## config.mk

```make
export PLATFORM = sky130hd
export DESIGN_NAME = debouncer_multi_flat
export DESIGN_NICKNAME = d
export VERILOG_FILES = /design/src/rtl/debouncer_multi_pkg.sv /design/src/rtl/debouncer_multi_if.sv /design/src/rtl/debouncer_multi_debounce_cell.sv /design/src/rtl/debouncer_multi.sv /design/src/flat_wrapper.sv
export SDC_FILE = /design/constraint.sdc
export NUM_CORES = 1
export LEC_CHECK = 0
export BUFFER_PORTS_ARGS = -buffer_cell sky130_fd_sc_hd__buf_2
export CORE_MARGIN = 2
export CORE_UTILIZATION = 25
export DETAILED_ROUTE_END_ITERATION = 10
export PLACE_DENSITY_LB_ADDON = 0.3
export SYNTH_ARGS = -nofsm -noshare
export SYNTH_HDL_FRONTEND = slang
export SYNTH_SLANG_ARGS = --single-unit
```

## constraint.sdc

```tcl
create_clock -name clk -period 4.1 [get_ports clk]
set_clock_uncertainty 0.05 [all_clocks]
set_input_delay 0.41 -clock clk [delete_from_list [all_inputs] [get_ports clk]]
set_output_delay 0.41 -clock clk [all_outputs]
set_load 0.03 [all_outputs]
```

## src/rtl/debouncer_multi_pkg.sv

```systemverilog
// Shared defaults and sizing helper for the multi-channel button debouncer.
//   DEF_*  : default parameter values used by debouncer_multi and its cell
//   cnt_w  : bit width needed to hold values 0..n-1 (never less than 1)
package debouncer_multi_pkg;

  localparam int unsigned DEF_CHANNELS       = 4;
  localparam int unsigned DEF_CLK_HZ         = 50_000_000;
  localparam int unsigned DEF_SAMPLE_HZ      = 1_000;
  localparam int unsigned DEF_STABLE_SAMPLES = 20;
  localparam int unsigned DEF_LONG_SAMPLES   = 1_000;

  // Width of a counter covering 0..n-1
  function automatic int unsigned cnt_w(input int unsigned n);
    return (n < 32'd2) ? 32'd1 : 32'($clog2(n));
  endfunction

endpackage

```

## src/rtl/debouncer_multi_if.sv

```systemverilog
// Button conditioner bus: raw inputs and run enable towards the debouncer,
// debounced level and event pulses back.
//   en            : 1 = run, 0 = freeze
//   btn_in        : raw asynchronous button pins
//   btn_level     : debounced pressed level
//   press_pulse   : 1-clk pulse on debounced press
//   release_pulse : 1-clk pulse on debounced release
//   long_pulse    : 1-clk pulse once per long press
interface debouncer_multi_if #(
  parameter int unsigned CHANNELS = 4
);
  logic                en;
  logic [CHANNELS-1:0] btn_in;
  logic [CHANNELS-1:0] btn_level;
  logic [CHANNELS-1:0] press_pulse;
  logic [CHANNELS-1:0] release_pulse;
  logic [CHANNELS-1:0] long_pulse;

  modport master (
    output en, btn_in,
    input  btn_level, press_pulse, release_pulse, long_pulse
  );

  modport slave (
    input  en, btn_in,
    output btn_level, press_pulse, release_pulse, long_pulse
  );
endinterface

```

## src/rtl/debouncer_multi_debounce_cell.sv

```systemverilog
// One debounce channel: 2-FF synchroniser, stability counter, long-press
// counter, debounced level and registered press/release/long pulses.
//   clk, rst  : system clock, asynchronous active-high reset
//   i_en      : 1 = run, 0 = clear counters and hold level
//   i_tick    : shared sample strobe (one clk wide)
//   i_raw     : raw asynchronous button pin
//   o_level   : debounced pressed level
//   o_press   : 1-clk pulse on 0->1
//   o_release : 1-clk pulse on 1->0
//   o_long    : 1-clk pulse once per press after LONG_SAMPLES held ticks
module debouncer_multi_debounce_cell
  import debouncer_multi_pkg::*;
#(
  parameter int unsigned STABLE_SAMPLES = DEF_STABLE_SAMPLES,
  parameter int unsigned LONG_SAMPLES   = DEF_LONG_SAMPLES,
  parameter bit          ACTIVE_LOW     = 1'b0
) (
  input  logic clk,
  input  logic rst,
  input  logic i_en,
  input  logic i_tick,
  input  logic i_raw,
  output logic o_level,
  output logic o_press,
  output logic o_release,
  output logic o_long
);

  localparam int unsigned STAB_W = cnt_w(STABLE_SAMPLES + 1);
  localparam int unsigned LONG_W = cnt_w(LONG_SAMPLES + 1);

  logic              r_sync1, r_sync2;
  logic              w_s;
  logic [STAB_W-1:0] r_stab, w_stab_nxt;
  logic [LONG_W-1:0] r_long, w_long_nxt;
  logic              r_level, w_level_nxt;
  logic              r_press, w_press_nxt;
  logic              r_release, w_release_nxt;
  logic              r_long_pulse, w_long_pulse_nxt;
  logic              w_flip;

  // Synchroniser; reset value reads as released after the polarity fix-up
  always_ff @(posedge clk or posedge rst) begin
    if (rst) begin
      r_sync1 <= ACTIVE_LOW;
      r_sync2 <= ACTIVE_LOW;
    end else begin
      r_sync1 <= i_raw;
      r_sync2 <= r_sync1;
    end
  end

  assign w_s = r_sync2 ^ ACTIVE_LOW;

  // Next-state: stability and long-press counters advance only on tick
  always_comb begin
    w_stab_nxt       = r_stab;
    w_long_nxt       = r_long;
    w_level_nxt      = r_level;
    w_press_nxt      = 1'b0;
    w_release_nxt    = 1'b0;
    w_long_pulse_nxt = 1'b0;
    w_flip           = 1'b0;
    if (!i_en) begin
      w_stab_nxt = '0;
      w_long_nxt = '0;
    end else if (i_tick) begin
      if (w_s == r_level) begin
        w_stab_nxt = '0;
      end else if (r_stab == STAB_W'(STABLE_SAMPLES - 1)) begin
        w_flip        = 1'b1;
        w_stab_nxt    = '0;
        w_level_nxt   = ~r_level;
        w_press_nxt   = ~r_level;
        w_release_nxt = r_level;
      end else begin
        w_stab_nxt = r_stab + STAB_W'(1);
      end
      // A releasing tick clears the long count, so release and long never coincide
      if (!r_level || w_flip) begin
        w_long_nxt = '0;
      end else if (r_long != LONG_W'(LONG_SAMPLES)) begin
        w_long_nxt       = r_long + LONG_W'(1);
        w_long_pulse_nxt = (r_long == LONG_W'(LONG_SAMPLES - 1));
      end
    end
  end

  // State and output registers
  always_ff @(posedge clk or posedge rst) begin
    if (rst) begin
      r_stab       <= '0;
      r_long       <= '0;
      r_level      <= 1'b0;
      r_press      <= 1'b0;
      r_release    <= 1'b0;
      r_long_pulse <= 1'b0;
    end else begin
      r_stab       <= w_stab_nxt;
      r_long       <= w_long_nxt;
      r_level      <= w_level_nxt;
      r_press      <= w_press_nxt;
      r_release    <= w_release_nxt;
      r_long_pulse <= w_long_pulse_nxt;
    end
  end

  assign o_level   = r_level;
  assign o_press   = r_press;
  assign o_release = r_release;
  assign o_long    = r_long_pulse;

endmodule

```

## src/rtl/debouncer_multi.sv

```systemverilog
// N-channel push-button conditioner: shared sample prescaler feeding one
// debounce cell per channel.
//   clk, rst : system clock, asynchronous active-high reset
//   io_bus   : debouncer_multi_if.slave (en, btn_in in; level and pulses out)
module debouncer_multi
  import debouncer_multi_pkg::*;
#(
  parameter int unsigned CHANNELS       = DEF_CHANNELS,
  parameter int unsigned CLK_HZ         = DEF_CLK_HZ,
  parameter int unsigned SAMPLE_HZ      = DEF_SAMPLE_HZ,
  parameter int unsigned STABLE_SAMPLES = DEF_STABLE_SAMPLES,
  parameter int unsigned LONG_SAMPLES   = DEF_LONG_SAMPLES,
  parameter bit          ACTIVE_LOW     = 1'b0
) (
  input  logic               clk,
  input  logic               rst,
  debouncer_multi_if.slave   io_bus
);

  localparam int unsigned DIV   = CLK_HZ / SAMPLE_HZ;
  localparam int unsigned PRE_W = cnt_w(DIV);

  logic [PRE_W-1:0]    r_pre;
  logic                w_tick;
  logic [CHANNELS-1:0] w_level, w_press, w_release, w_long;

  assign w_tick = io_bus.en && (r_pre == PRE_W'(DIV - 1));

  // Sample prescaler; held at zero while disabled
  always_ff @(posedge clk or posedge rst) begin
    if (rst) begin
      r_pre <= '0;
    end else if (!io_bus.en || w_tick) begin
      r_pre <= '0;
    end else begin
      r_pre <= r_pre + PRE_W'(1);
    end
  end

  for (genvar g = 0; g < CHANNELS; g++) begin : g_ch
    debouncer_multi_debounce_cell #(
      .STABLE_SAMPLES (STABLE_SAMPLES),
      .LONG_SAMPLES   (LONG_SAMPLES),
      .ACTIVE_LOW     (ACTIVE_LOW)
    ) u_cell (
      .clk       (clk),
      .rst       (rst),
      .i_en      (io_bus.en),
      .i_tick    (w_tick),
      .i_raw     (io_bus.btn_in[g]),
      .o_level   (w_level[g]),
      .o_press   (w_press[g]),
      .o_release (w_release[g]),
      .o_long    (w_long[g])
    );
  end

  assign io_bus.btn_level     = w_level;
  assign io_bus.press_pulse   = w_press;
  assign io_bus.release_pulse = w_release;
  assign io_bus.long_pulse    = w_long;

endmodule

```

## src/flat_wrapper.sv

```systemverilog
// flat-port wrapper written by rule: the top's interface ports become plain ports
module debouncer_multi_flat import debouncer_multi_pkg::*;
#(
  parameter int unsigned CHANNELS       = DEF_CHANNELS,
  parameter int unsigned CLK_HZ         = DEF_CLK_HZ,
  parameter int unsigned SAMPLE_HZ      = DEF_SAMPLE_HZ,
  parameter int unsigned STABLE_SAMPLES = DEF_STABLE_SAMPLES,
  parameter int unsigned LONG_SAMPLES   = DEF_LONG_SAMPLES,
  parameter bit          ACTIVE_LOW     = 1'b0
)
  (clk, rst, io_bus_en, io_bus_btn_in, io_bus_btn_level, io_bus_press_pulse, io_bus_release_pulse, io_bus_long_pulse);
  debouncer_multi_if #(.CHANNELS(CHANNELS)) io_bus_i ();
  input  logic clk;
  input  logic rst;
  input wire logic [$bits(io_bus_i.en)-1:0] io_bus_en;
  input wire logic [$bits(io_bus_i.btn_in)-1:0] io_bus_btn_in;
  output wire logic [$bits(io_bus_i.btn_level)-1:0] io_bus_btn_level;
  output wire logic [$bits(io_bus_i.press_pulse)-1:0] io_bus_press_pulse;
  output wire logic [$bits(io_bus_i.release_pulse)-1:0] io_bus_release_pulse;
  output wire logic [$bits(io_bus_i.long_pulse)-1:0] io_bus_long_pulse;
  assign io_bus_i.en = io_bus_en;
  assign io_bus_i.btn_in = io_bus_btn_in;
  assign io_bus_btn_level = io_bus_i.btn_level;
  assign io_bus_press_pulse = io_bus_i.press_pulse;
  assign io_bus_release_pulse = io_bus_i.release_pulse;
  assign io_bus_long_pulse = io_bus_i.long_pulse;
  debouncer_multi #(.CHANNELS(CHANNELS), .CLK_HZ(CLK_HZ), .SAMPLE_HZ(SAMPLE_HZ), .STABLE_SAMPLES(STABLE_SAMPLES), .LONG_SAMPLES(LONG_SAMPLES), .ACTIVE_LOW(ACTIVE_LOW)) u_core (.clk(clk), .rst(rst), .io_bus(io_bus_i));
endmodule
```

# After elaboration in Yosys (flattened, before gate mapping)
# Cells that the tools add are included.
[totals]
ff_bits = 100
inputBits = 7
output_inout_bits = 16
[op_classes]
addsub = 9
n_eq_ne = 22
muxes = 97
bitwise = 8
n_reduce_logical = 19
[op_table]
columns = ["operator", "count"]
rows = [
  ["$mux W10", 16],
  ["$mux W5", 16],
  ["$mux W1", 64],
  ["$add A10 B1 Y10 const B", 4],
  ["$eq A10 B10 Y1 const B", 4],
  ["$ne A10 B10 Y1 const B", 4],
  ["$add A5 B1 Y5 const B", 4],
  ["$eq A5 B5 Y1 const B", 4],
  ["$add A16 B1 Y16 const B", 1],
  ["$eq A16 B16 Y1 const B", 1],
  ["$mux W16", 1],
  ["$reduce_and A4 Y1", 4],
  ["$ne A3 B1 Y1 const B", 4],
  ["$not A1 Y1", 8],
  ["$reduce_and A2 Y1", 4],
  ["$logic_not A1 Y1", 5],
  ["$logic_or A1 B1 Y1", 5],
  ["$eq A1 B1 Y1", 4],
  ["$ne A2 B1 Y1 const B", 1],
  ["$logic_and A1 B1 Y1", 1],
]

# Longest topological paths before layout
# Gate-level depths: netlist of run 1.
[depth]
word_depth = 9
depth_mapped = 9

# Cells and area by module
# A second synthesis of run 1 with hierarchy kept.
[hier_totals]
cells_unflattened = 524
hier_area_um2 = 5532.8
[modules_own_cells]
columns = ["module", "n_inst", "cells_each", "area_each_um2", "seq_area_each_um2"]
rows = [
  ["debouncer_multi_debounce_cell", 4, 110, 1179.9, 525.5],
  ["debouncer_multi", 1, 84, 813.3, 400.4],
]

# Worst setup path before layout of run 1
# OpenSTA, ideal clock, no wires.
[synth_path]
kind = "reg2reg"
start = "register u_core.g_ch[1].u_cell.r_stab[0]"
end = "register u_core.g_ch[1].u_cell.r_long[0]"
setup_ns = 0.125
arrival_time_ns = 1.686
required_ns = 3.925
setup_slack_ns = 2.239
stages_incl_launch_ff = 7
n_path_buf = 1
period_less_slack_ns = 1.861
cell_sequence = "dfrtp_1 > ha_1 > nand4bb_1 > o211ai_1 > clkbuf_1 > nor3_4 > mux2_2"
[synth_via]
elab_chain_len = 9
elab_cells_between_ends = 11
[synth_rtl]
columns = ["item", "line_no", "text"]
rows = [
  ["start, declared", "debouncer_multi_debounce_cell.sv:34", "logic [STAB_W-1:0] r_stab, w_stab_nxt;"],
  ["start signal, assigned", "debouncer_multi_debounce_cell.sv:99", "r_stab <= w_stab_nxt;"],
  ["$eq A5 B5 Y1 *", "debouncer_multi_debounce_cell.sv:70", "end else if (r_stab == STAB_W'(STABLE_SAMPLES - 1)) begin"],
  ["$mux W1 *", "debouncer_multi_debounce_cell.sv:70", ""],
  ["$mux W1 *", "debouncer_multi_debounce_cell.sv:68", "if (w_s == r_level) begin"],
  ["$mux W1 *", "debouncer_multi_debounce_cell.sv:67", "end else if (i_tick) begin"],
  ["$mux W1 *", "debouncer_multi_debounce_cell.sv:64", "if (!i_en) begin"],
  ["$logic_or A1 B1 Y1 *", "debouncer_multi_debounce_cell.sv:80", "if (!r_level || w_flip) begin"],
  ["$mux W10", "debouncer_multi_debounce_cell.sv:80", ""],
  ["$mux W10", "debouncer_multi_debounce_cell.sv:67", ""],
  ["$mux W10", "debouncer_multi_debounce_cell.sv:64", ""],
  ["end signal, assigned", "debouncer_multi_debounce_cell.sv:100", "r_long <= w_long_nxt;"],
  ["end, declared", "debouncer_multi_debounce_cell.sv:35", "logic [LONG_W-1:0] r_long, w_long_nxt;"],
]
# Mark *: on every way between the ends. The rest lies on a longest branch, timed or not. The select of a mux whose other input is x is not followed.
# A chain may end at the register's enable or synchronous reset.

# Worst setup path in the final report of run 1
[layout_path]
start = "register u_core.r_pre[0]"
end = "register u_core.g_ch[0].u_cell.r_long[0]"
[layout_via]
elab_chain_len = 4
[layout_rtl]
columns = ["item", "line_no", "text"]
rows = [
  ["start, declared", "debouncer_multi.sv:23", "logic [PRE_W-1:0] r_pre;"],
  ["start signal, assigned", "debouncer_multi.sv:36", "r_pre <= r_pre + PRE_W'(1);"],
  ["$eq A16 B16 Y1", "debouncer_multi.sv:27", "assign w_tick = io_bus.en && (r_pre == PRE_W'(DIV - 1));"],
  ["$logic_and A1 B1 Y1", "debouncer_multi.sv:27", ""],
  ["$ne A2 B1 Y1 (no line)", "-", ""],
  ["$reduce_and A2 Y1 (no line)", "-", ""],
  ["end signal, assigned", "debouncer_multi_debounce_cell.sv:100", ""],
  ["end, declared", "debouncer_multi_debounce_cell.sv:35", ""],
]
# Every way passes these cells.

==> results of run 1 <==
## per-stage QoR
stage          total power (W)  std cells  cell area, µm²
6_report               0.00193        802            5700
5_1_grt                0.00202        802            5700
4_1_cts                0.00197        802            5700
3_5_place_dp           0.00108        786            5390
3_3_place_gp           0.00107        786            5390
2_1_floorplan          0.00105        521            5100
## registers in the layout, indices dropped and copies added, names as in the netlist
name                          flops
u_core.g_ch.u_cell.r_sync1        4
u_core.g_ch.u_cell.r_long        40
u_core.g_ch.u_cell.r_stab        20
u_core.g_ch.u_cell.o_release      4
u_core.g_ch.u_cell.o_long         4
u_core.g_ch.u_cell.o_press        4
u_core.g_ch.u_cell.r_sync2        4
u_core.g_ch.u_cell.o_level        4
u_core.r_pre                     16
## cell type report
class,count,share of cell area (%)
clock buffer,10,4.20
clock inverter,6,1.23
inverter,20,1.36
multi-input combinational,370,40.9
sequential,100,43.9
tap,270,5.93
timing repair buffer,26,2.46
## cell families (layout without fill, tap and decap cells)
kind of cell	Yosys count	after routing	synth area share, %
muxes	9	9	2.01
xor gates and xnor gates	28	28	4.81
buffers and inverters	51	62	5.20
DFF	100	100	49.1
AOI/OAI and AO/OA	105	105	12.7
adders and majority gates	13	13	3.19
and+or+nand+nor	215	215	23.0
## worst paths after layout
kind,startpoint,slack (ps),end
max,u_core.r_pre[0]$_DFF_PP0_,1510,u_core.g_ch[0].u_cell.r_long[0]$_DFFE_PP0P_
min reg2reg,u_core.g_ch[3].u_cell.r_sync1$_DFF_PP0_,300,u_core.g_ch[3].u_cell.r_sync2$_DFF_PP0_
min,rst,20,u_core.g_ch[2].u_cell.r_long[3]$_DFFE_PP0P_
max reg2reg,u_core.r_pre[0]$_DFF_PP0_,1510,u_core.g_ch[0].u_cell.r_long[0]$_DFFE_PP0P_
max in group asynchronous,rst,3000,u_core.r_pre[0]$_DFF_PP0_
min in group clk,io_bus_btn_in[2],110,u_core.g_ch[2].u_cell.r_sync1$_DFF_PP0_
## worst max-delay path: cells and delay by family, from the launching register on
family	cells	cell delay, ps
compound gates	2	830
mux	1	310
fa+ha+maj	1	190
buf+inv	1	380
flops	1	380
simple gates	1	350
## report_power, final
group	internal, W	switching (W)
combinational	0.0000117	0.0000446
clock	0.000495	0.000378
sequential	0.000992	0.00000473
total	0.00150	0.000428
## cells in the mapped netlist (10+ instances only)
library cell / n
buf_4: 18
ha_1: 13
nand4_1: 13
xor2_1: 18
nor3_1: 18
inv_1: 19
o21ai_0: 58
and3_1: 17
nor2_1: 32
dfrtp_1: 100
nand3_1: 27
nand2b_1: 13
o31ai_1: 10
xnor2_1: 10
a21oi_1: 13
nand2_1: 55
## per-layer routing
layer / wire, µm / up-vias
met3: 283 / 16
met2: 4850 / 51
met1: 4970 / 1851
met5: 0 / -
met4: 221 / 0
li1: - / 1860
==> key figures, run 1 <==
Status
  • Status: finished clean

Power and ir drop
  • Maximum VDD drop: 0.227 mV
  • PwrDens: 338 mW/mm²
  • P_leak: 2.44 nW

CTS
  • CTS H-Tree Depth: 3
  • CTS root buf: clkbuf_16
  • Clock sink count: 100
  • CTS tree: done
  • Worst-path clk slew: 70 ps
  • Worst skew pair latency: 350 ps
  • CTS Buf Count: 9
  • Post-CTS sizing: 0
  • CTS Hold Buffers Added: 0
  • Postcts setup bufs: 0
  • Clock Path Buffers: 2

Finish
  • N_diodes: 0
  • FF/Latch Area: 0.00250 mm²
  • Fin nets: 547
  • Multi-input logic area: 0.00233 mm²
  • Commonest non-fill, non-tap cell in the layout: dfrtp_1
  • Area Overhead vs Synth: 11.8%
  • Core Util, Final: 28.3%
  • Share of layout cells above drive strength 1: 10.7%
  • # fillers: 2080
  • Most frequent cells in the layout: dfrtp_1, o21ai_0, nand2_1

Worst hold path
  • Type of the worst min-delay path: in2async

Placement
  • Post-Place Worst Slack: 1480 ps
  • IO Port Bufs: 22
  • Gpl congestion: 0.781
  • Post-detail-place hpwl: 7.01 mm

Drt
  • Via Count: 3778
  • Via density per instance: 4.71
  • Total wire length: 10.3 mm
  • Detailed-router iteration count before antenna repair: 4
  • Drc violations: 0
  • Avg WL per Cell: 12.9 µm
  • Final ANT Viol Nets: 0
  • Iteration-0 DRC Markers: 193

STA
  • Period Utilization, post-route: 63.1%
  • Setup violators final: 0
  • Max Slew Vio Count: 0
  • Normalized max-slew margin: 31.4%
  • Hold WS: 18.1 ps
  • FMAX: 386 MHz
  • Setup slack after layout: 1510 ps
  • Crit path time final: 2590 ps
  • RSZ-0062 raised after global routing: no
  • Measured slew at the worst slew-check pin: 1020 ps
  • Setup TNS: 0 ps
  • Final Hold Viols: 0

Yosys
  • Yosys warns: 0
  • Unique cell type count in the Yosys netlist: 50
  • Flops & latches, synth: 100
  • Mapped Nets: 541
  • EDFF count, synth: 0
  • Part of the Yosys area used for sequential elements: 49.1%
  • Avg Inst Size Synth: 9.78 µm²
  • Main synth FF type: dfrtp_1
  • Cells after Synth: 521
  • Synth Cell Area: 0.00510 mm²
  • Share of the synthesized area in the top cell type: 49.1%
  • Async SR Flop Fraction: 100%
  • Top area cells in the synthesized netlist: dfrtp_1, o21ai_0, nand2_1
  • Cell taking the most area after synthesis: dfrtp_1

Global routing
  • Met3 usage: 1.86%
  • GRT Max-Usage Layer: met2
  • Gr ovfl total: 0
  • Overall Global Routing Usage: 10.3%
  • First-pass GRT wire length: 18.1 mm
  • Met2 GRT Util: 16.4%
  • Initial antenna violation count: 0
  • Pin count of the biggest net entering global routing: 49
  • GR Util met1: 13.7%
  • Vias in the first global route: 3696

Worst setup path
  • Element type at the critical path end: flop
  • CP Max Fanout: 21
  • Critical Path AT: 2770 ps
  • Worst-case reg-to-reg path depth: 6
  • Worst path required time: 4280 ps
  • Critical path type: reg2reg
  • Worst setup SP type: flop
  • Crit-path cells: ha_1, and3_1, a41o_1, buf_4, o21ai_0, mux2_2
  • Critical Path Max Stage Delay: 670 ps
  • CP max-delay cell: a41o_1

Floorplan
  • Die area: 0.0215 mm²
  • Die span in y: 147 µm
  • Core area: 0.0201 mm²
  • DIE WIDTH: 147 µm
  • FP Rows: 52
  • Initial Utilization: 25.3%
  • Ports: 23

Job
  • Max Cap Viol: 0
(Power assumes the default switching activity.)
==> inputs of run 2 (changes only) <==
==> constraint.sdc (replaced) <==
create_clock -name clk -period 2.65 [get_ports clk]
set_clock_uncertainty 0.05 [all_clocks]
set_input_delay 0.265 -clock clk [delete_from_list [all_inputs] [get_ports clk]]
set_output_delay 0.265 -clock clk [all_outputs]
set_load 0.03 [all_outputs]
==> run 2 against run 1 <==
Worst hold slack improved by 290 ps. Total power up 51%. Register-to-register slack got worse by 1100 ps. Worst setup slack worse by 1100 ps. Non-clock buffer count increased by 17. Core utilization grew 0.59 points. Combinational power rose by 79%. Die area stayed put. Critical path type unchanged. Critical endpoint is now u_core.g_ch[2].u_cell.r_long[9]$_DFFE_PP0P_. Largest power group unchanged.
==> key figures, run 2 (synthesis results as in run 1) <==
CTS
  • CTS Buf Count: 9 (unchanged)
  • CTS H-Tree Depth: 3 (unchanged)
  • Worst skew pair latency: 340 ps (about the same)
  • Postcts setup bufs: 0 (unchanged)
  • Clock sink count: 100 (unchanged)
  • CTS tree: done
  • Worst-path clk slew: 60 ps (about the same)
  • Clock Path Buffers: 2 (unchanged)
  • CTS root buf: clkbuf_16

STA
  • RSZ-0062 raised after global routing: no
  • Final Hold Viols: 0 (unchanged)
  • Setup violators final: 0 (unchanged)
  • Normalized max-slew margin: 59.5% (+28 points)
  • Measured slew at the worst slew-check pin: 602 ps (-423 ps)
  • FMAX: 453 MHz (+17%)
  • Setup TNS: 0 ps (unchanged)
  • Max Slew Vio Count: 0 (unchanged)
  • Crit path time final: 2210 ps (-382 ps)
  • Period Utilization, post-route: 83.3% (+20 points)

Floorplan
  • Ports: 23 (unchanged)
  • Die span in y: 147 µm (unchanged)
  • FP Rows: 52 (unchanged)
  • Core area: 0.0201 mm² (unchanged)
  • Die area: 0.0215 mm² (unchanged)
  • Initial Utilization: 25.3% (unchanged)
  • DIE WIDTH: 147 µm (unchanged)

Worst setup path
  • Worst-case reg-to-reg path depth: 6 (unchanged)
  • Worst setup SP type: flop
  • Element type at the critical path end: flop
  • Crit-path cells: ha_1, and3_1, a41o_1, buf_12, nand2b_1, o41ai_1
  • R2R Path End: u_core.g_ch[2].u_cell.r_long[9]$_DFFE_PP0P_
  • R2R Path Start: u_core.r_pre[0]$_DFF_PP0_
  • Critical Path AT: 2380 ps (-390 ps)
  • Worst path top cell family by delay: compound AO/OA/AOI/OAI gates
  • Critical path type: reg2reg
  • Worst path required time: 2830 ps (-1450 ps)
  • CP Max Fanout: 32 (+52%)
  • CP max-delay cell: dfrtp_1
  • Buffers & Inverters on Critical Path: 1 (unchanged)
  • Worst R2R Setup Slack: 440 ps (-1070 ps)
  • Critical Path Max Stage Delay: 370 ps (-300 ps)

Finish
  • Max reg flops: 40 (unchanged)
  • Multi-input logic area: 0.00233 mm² (unchanged)
  • Top reg by flops: u_core.g_ch.u_cell.r_long
  • N_diodes: 0 (unchanged)
  • Most frequent cells in the layout: dfrtp_1, o21ai_0, nand2_1
  • Fin nets: 564 (+3.1%)
  • Share of layout cells above drive strength 1: 11.7% (+0.99 points)
  • # fillers: 2062 (-0.87%)
  • Commonest non-fill, non-tap cell in the layout: dfrtp_1
  • Biggest regs: u_core.g_ch.u_cell.r_long (40), u_core.g_ch.u_cell.r_stab (20), u_core.r_pre (16)
  • Area Overhead vs Synth: 14.1%
  • FF/Latch Area: 0.00250 mm² (unchanged)
  • Post-route insts no fill: 817 (+1.9%)

Global routing
  • Pin count of the biggest net entering global routing: 35 (-29%)
  • Gr ovfl total: 0 (unchanged)
  • Vias in the first global route: 3789 (+2.5%)
  • Overall Global Routing Usage: 10.3% (+0.039 points)
  • First-pass GRT wire length: 18.1 mm (+0.46%)
  • Initial antenna violation count: 0 (unchanged)

Worst hold path
  • Startpoint of the lowest-slack hold path: io_bus_en
  • Hold Path Depth: 3
  • Type of the worst min-delay path: in2reg
  • Worst hold endpoint: u_core.g_ch[2].u_cell.r_stab[2]$_DFFE_PP0N_

Drt
  • Via Count: 3806 (+0.74%)
  • Avg WL per Cell: 12.7 µm (-1.2%)
  • Iteration-0 DRC Markers: 246 (+27%)
  • Detailed-router iteration count before antenna repair: 4 (unchanged)
  • Via density per instance: 4.66 (-1.1%)
  • Total wire length: 10.4 mm (+0.65%)
  • Drc violations: 0 (unchanged)
  • Final ANT Viol Nets: 0 (unchanged)

Placement
  • Post-detail-place hpwl: 7.25 mm (+3.5%)
  • Gpl congestion: 0.775 (-0.86%)
  • IO Port Bufs: 22 (unchanged)
  • Inst Count DP: 798 (+1.5%)

Power and ir drop
  • Clock power share: 43.4% (-1.9 points)
  • Net Sw Frac: 21.2% (-0.99 points)
  • Net Switching: 0.000616 W (+44%)
  • P_leak: 2.49 nW (+2.1%)
  • Cell Int Power: 0.00229 W (+53%)
  • PwrDens: 500 mW/mm² (+48%)
  • Gate power share: 3.5% (+0.6 points)
  • Maximum VDD drop: 0.273 mV (+21%)
  • Flop pwr share: 53.1% (+1.4 points)

Job
  • Max Cap Viol: 0 (unchanged)

Status
  • Status: finished clean
-- run 2: changes by cell type in the layout (fill, tap and decap cells not counted) --
| cell | before | now |
|---|---|---|
| inv_4 | 1 | 0 |
| buf_4 | 4 | 15 |
| buf_12 | 0 | 1 |
| dlygate4sd3_1 | 0 | 5 |
| clkinv_4 | 2 | 0 |
| clkinv_2 | 1 | 0 |
| clkbuf_1 | 0 | 3 |
| inv_6 | 2 | 0 |
| clkinvlp_4 | 0 | 2 |
| clkbuf_8 | 1 | 0 |
-- run 2: metrics by stage --
step	hold WS [ps]	total power [W]	area, µm²	util, %	worst slack (ps)
2_1_floorplan	246	0.00163	5100	-	789
3_3_place_gp	185	0.00167	5490	27.3	552
3_5_place_dp	186	0.00167	5490	27.3	464
4_1_cts	297	0.00296	5810	28.9	449
5_1_grt	322	0.00304	5810	28.9	262
6_report	305	0.00290	5810	28.9	443
-- run 2: worst max-delay path by stage --
stage / startpoint / endpoint / slack (ps) / cells past startpoint
after floorplan: u_core.g_ch[1].u_cell.r_stab[0]$_DFFE_PP0N_ / u_core.g_ch[1].u_cell.r_long[0]$_DFFE_PP0P_ / 790 / 6
after global placement: u_core.r_pre[0]$_DFF_PP0_ / u_core.g_ch[3].u_cell.o_level$_DFFE_PP0P_ / 550 / 5
after detailed placement: u_core.r_pre[0]$_DFF_PP0_ / u_core.g_ch[3].u_cell.o_level$_DFFE_PP0P_ / 460 / 5
after CTS: u_core.r_pre[0]$_DFF_PP0_ / u_core.g_ch[3].u_cell.o_level$_DFFE_PP0P_ / 450 / 5
after global routing: u_core.r_pre[0]$_DFF_PP0_ / u_core.g_ch[2].u_cell.r_long[9]$_DFFE_PP0P_ / 260 / 6
final: u_core.r_pre[0]$_DFF_PP0_ / u_core.g_ch[2].u_cell.r_long[9]$_DFFE_PP0P_ / 440 / 6
-- run 2: cell type report --
| cell class | instances | area share, % |
|---|---|---|
| clock buffers | 12 | 4.07 |
| clock inverters | 2 | 0.646 |
| well taps | 270 | 5.81 |
| inverters | 20 | 1.36 |
| repair buffers | 43 | 5.04 |
| multi-input cells | 370 | 40.0 |
| flip-flops and latches | 100 | 43.0 |
-- run 2: worst register-to-register path, stage by stage, from the launching register on --
cell and delay [ps]:
dfrtp_1 370, ha_1 190, and3_1 340, a41o_1 360, buf_12 230, nand2b_1 190
o41ai_1 370
-- run 2: timing repair --
item / 4_1_cts / 5_1_grt
gates resized for setup: 0 / 0
hold endpoints to repair: 15 / 0
hold buffers: 5 / 0
-- run 2: metal layers --
metal,share of wire [%],vias to the layer above,GRT usage (%)
met3,3.0,20,2.30
met4,2.3,0,4.51
met1,47,1839,12.9
li1,-,1890,-
met2,47,57,17.2
met5,0,-,0
-- run 2: power groups by stage --
stage               logic [W]  clock network (W)  registers [W]
floorplan           0.0000607                  0        0.00157
global placement    0.0000987                  0        0.00157
detailed placement  0.0000993                  0        0.00157
CTS                  0.000106            0.00131        0.00154
global route         0.000118            0.00138        0.00154
finish               0.000101            0.00126        0.00154
